==> src/rtl/serial_sub.sv <==
// rtl/serial_sub.sv - multi-cycle STEP-bits-per-clock subtractor with start/busy/done handshake
module serial_sub #(
    parameter int WIDTH = 8,
    parameter int STEP  = 1
) (
    input  logic             clk,
    input  logic             rst,
    input  logic             start,
    input  logic [WIDTH-1:0] a,
    input  logic [WIDTH-1:0] b,
    input  logic             bin,
    output logic             busy,
    output logic             done,
    output logic [WIDTH-1:0] dif,
    output logic             bout,
    output logic             ovf
);
    localparam int N  = WIDTH / STEP;
    localparam int CW = (N > 1) ? $clog2(N) : 1;

    typedef enum logic [1:0] {IDLE, RUN, DONE} state_t;

    state_t           state, state_nx;
    logic [WIDTH-1:0] ra, rb, res, res_nx;
    logic             br, br_nx;
    logic [CW-1:0]    cnt;
    logic [STEP-1:0]  xs, ys, ds;
    logic             last, accept;
    int unsigned      base;

    assign last   = (cnt == CW'(N - 1));
    assign accept = start && (state == IDLE || state == DONE);
    assign busy   = (state == RUN);
    assign done   = (state == DONE);

    // One slice of the borrow chain; the partial result lives in res until the final slice.
    always_comb begin
        base   = 32'(cnt) * STEP;
        xs     = ra[base +: STEP];
        ys     = rb[base +: STEP];
        br_nx  = br;
        ds     = '0;
        for (int i = 0; i < STEP; i++) begin
            ds[i] = xs[i] ^ ys[i] ^ br_nx;
            br_nx = (~xs[i] & ys[i]) | (~(xs[i] ^ ys[i]) & br_nx);
        end
        res_nx              = res;
        res_nx[base +: STEP] = ds;
    end

    always_comb begin
        state_nx = state;
        case (state)
            IDLE:    if (start) state_nx = RUN;
            RUN:     if (last) state_nx = DONE;
            DONE:    state_nx = start ? RUN : IDLE;
            default: state_nx = IDLE;
        endcase
    end

    always_ff @(posedge clk or posedge rst) begin
        if (rst) begin
            state <= IDLE;
        end else begin
            state <= state_nx;
        end
    end

    always_ff @(posedge clk or posedge rst) begin
        if (rst) begin
            ra   <= '0;
            rb   <= '0;
            br   <= 1'b0;
            cnt  <= '0;
            res  <= '0;
            dif  <= '0;
            bout <= 1'b0;
            ovf  <= 1'b0;
        end else if (accept) begin
            ra  <= a;
            rb  <= b;
            br  <= bin;
            cnt <= '0;
            res <= '0;
        end else if (state == RUN) begin
            res <= res_nx;
            br  <= br_nx;
            cnt <= cnt + CW'(1);
            // Visible outputs move only when the whole word is finished.
            if (last) begin
                dif  <= res_nx;
                bout <= br_nx;
                ovf  <= (ra[WIDTH-1] != rb[WIDTH-1]) && (res_nx[WIDTH-1] != ra[WIDTH-1]);
            end
        end
    end
endmodule

==> config.mk <==
export PLATFORM = sky130hd
export DESIGN_NAME = serial_sub
export DESIGN_NICKNAME = d
export VERILOG_FILES = /design/src/rtl/serial_sub.sv
export SDC_FILE = /design/constraint.sdc
export NUM_CORES = 1
export LEC_CHECK = 0
export CORE_MARGIN = 2
export CORE_UTILIZATION = 30
export CTS_BUF_LIST = sky130_fd_sc_hd__clkbuf_2
export CTS_CLUSTER_SIZE = 16
export DETAILED_ROUTE_END_ITERATION = 7
export PLACE_DENSITY_LB_ADDON = 0.3
export SYNTH_ARGS = -nofsm -noshare
export SYNTH_HDL_FRONTEND = slang
export SYNTH_SLANG_ARGS = --single-unit
==> constraint.sdc <==
create_clock -name clk -period 6.25 [get_ports clk]
set_input_delay 0.625 -clock clk [delete_from_list [all_inputs] [get_ports clk]]
set_output_delay 0.625 -clock clk [all_outputs]
set_load 0.02 [all_outputs]
==> flow_metrics.tcl <==
set metrics [dict create \
    path_class "flop to flop" \
    worstPathArrival_ns 3.20 \
    reg2regPathDepth 8 \
    grt_pass1_vias 1394 \
    slew_headroom_pct 52.8 \
    min_from "dif[5]" \
    first_iter_violations 56 \
    min_path_cells 2 \
    postCtsSetupBuffers 0 \
    finClkSkew_ns 0.0208 \
    critPathMostFrequentCell "nand2_1" \
    post_drt_wl_per_cell_um 14.1 \
    r2r_start "cnt[0]" \
    synthCells 171 \
    hold_ws_ns 0.501 \
    ys.flop_type "dfrtp_1" \
    grt_max_degree 41 \
    routabilityCongestion 0.726 \
    max_freq_mhz 349 \
    antenna_found_initial 0 \
    rsz0062_at_grt "false" \
    drc 0 \
    total_power_w 0.00128 \
    critPathLaunchType "flop" \
    nNetsFinal 231 \
    die_y_um 86.1 \
    via_per_inst 4.88 \
    r2r-end "ovf" \
    post-route-min-period_ns 2.87 \
    synth-async-reset-ratio_pct 100 \
    final_util_pct 38.3 \
    core-area_um2 6420 \
    clkLatencyLatePin_ns 0.40 \
    cp_max_fo 15 \
    row_count 29 \
    die_w_um 86.1 \
    antennaDiodeCount 0 \
    critPathMaxStageDelay_ns 0.74 \
    synth_edf_count 0 \
    hold_class "flop to flop" \
    antenna_left 0 \
    syn_area_per_cell_um2 11.8 \
    cts_buffers 5 \
    path_cells "mux4_2 > nand2_1 > nand2_1 > fa_1 > and3b_4 > nand3_4 > a211o_1 > a31oi_1" \
    drv_cap 0 \
    synth_nets 199 \
    grt_pass1_wl_mm 6.71 \
    ys_warn_count 0 \
    place_hpwl_mm 2.79 \
    yosysSeqAreaShare_pct 49.5 \
    required_ns 6.59 \
    synthTopCellsByArea "dfrtp_1 (49%), mux2_2 (8.3%), ha_1 (4.3%)" \
    numClockSinks 40 \
    tightestPinTransition_ns 0.706 \
    layout-drive-gt1-share_pct 16.7 \
    syn2layout_area_growth_pct 21.5 \
    drv_slew 0 \
    tns_ns 0 \
    setup_viol 0 \
    cts_resized 0 \
    ir_drop_uv 204 \
    finalHoldViolations 0 \
    synth.most_common_cell "dfrtp_1" \
    grt_overflow_total 0 \
    power_per_cell_area_nw_per_um2 523 \
    clockRootBuffer "clkbuf_2" \
    holdBufCountCts 0 \
    cp_slowest_cell "dfrtp_1" \
    h-tree-depth 2 \
    synth_top_area_share_pct 49.5 \
    power_leakage_nw 1.07 \
    hold_path_end "dif[5]" \
    vias 1370 \
    reg2reg_setup_slack_ns 3.38 \
    outcome "completed" \
    dr.pass1.iters 4 \
    yosysTopAreaCell "dfrtp_1" \
    cts_tree "built" \
    synth-seq-cells 40 \
    initial_core_util_pct 31.5 \
    clk_pin_slew_worst_paths_ns 0.20 \
    yosysUniqueCellTypes 36 \
    clock_path_buffers 2 \
    wl_mm 3.95 \
    io_buffers 31 \
    min_period_over_period_pct 45.8 \
    synthesis.area_um2 2020 \
    yosys-top-cells-count "dfrtp_1 (40), nand2_1 (17), mux2_2 (15)" \
    io_pins 32 \
    endpoint_kind "flop" \
    grt.total_usage_pct 11.6 \
    dieArea_um2 7420 \
]
==> critical path, delay by kind of cell, from the launching register on <==
family | cells | cell delay [ns]
muxes | 1 | 0.58
DFF | 1 | 0.74
adders and majority gates | 1 | 0.59
and+or+nand+nor | 4 | 0.49
AOI/OAI and AO/OA | 2 | 0.42
==> report_power, final <==
part	internal [W]	switching, W
Combinational	0.000328	0.000336
Clock	0.0000689	0.0000867
Sequential	0.000372	0.0000932
Total	0.000769	0.000516
==> cell families (layout without fill, tap and decap cells) <==
group	Yosys count	count (layout)	synth area share, %
compound gates	36	36	11.5
mux	27	27	17.1
fa+ha+maj	8	8	5.32
buf+inv	19	52	4.64
flops	40	40	49.5
simple gates	41	41	11.9
==> per-stage QoR <==
| stage | instance area, µm² | setup slack [ns] | std cells |
|---|---|---|---|
| 6_report | 2460 | 3.38 | 281 |
| 5_1_grt | 2460 | 3.23 | 281 |
| 4_1_cts | 2460 | 3.37 | 281 |
| 3_5_place_dp | 2390 | 3.40 | 273 |
| 3_3_place_gp | 2390 | 3.48 | 273 |
| 2_1_floorplan | 2020 | 3.72 | 171 |
==> registers in the layout (all words and copies together) (netlist names) <==
name and count:
bout 1, br 1, cnt 3, dif 8, ovf 1, ra 8
rb 8, res 8, state 2
==> worst max-delay path by stage <==
stage | start | endpoint | slack, ns | cells past startpoint
after floorplan | cnt[0] | ovf | 3.72 | 9
after global placement | cnt[0] | ovf | 3.48 | 8
after detailed placement | cnt[0] | ovf | 3.40 | 8
after CTS | cnt[0] | ovf | 3.37 | 8
after global routing | cnt[0] | dif[3] | 3.23 | 8
final | cnt[0] | ovf | 3.38 | 8
==> layer usage <==
metal  up-vias  GRT usage (%)  share of wire, %
li1        674              -                 -
met1       658           15.8                48
met2        33           18.3                47
met3         5           2.98               4.4
met4         0           3.46              0.94
met5         -              0                 0
==> area by class of cell <==
class | instances | area (µm²)
Clock inverter | 2 | 35.0
Tap cell | 77 | 96.3
Sequential cell | 40 | 1000
Timing Repair Buffer | 33 | 325
Clock buffer | 6 | 30.0
Inverter | 11 | 41.3
Multi-Input combinational cell | 112 | 928
Fill cell | 643 | 3970
==> placed cells by master, fill, tap and decap left out, types with 4 or more instances in the layout <==
master,Yosys,layout
dfrtp_1,40,40
clkdlybuf4s50_1,0,31
nand2_1,17,17
mux2_2,15,15
o21ai_0,12,12
inv_1,10,10
mux2i_1,8,8
ha_1,7,7
clkbuf_2,0,6
nor2_1,5,5
a21oi_1,5,5
o21bai_1,5,5
a32o_1,4,4
Note: power is estimated with default switching activity, not from simulation.
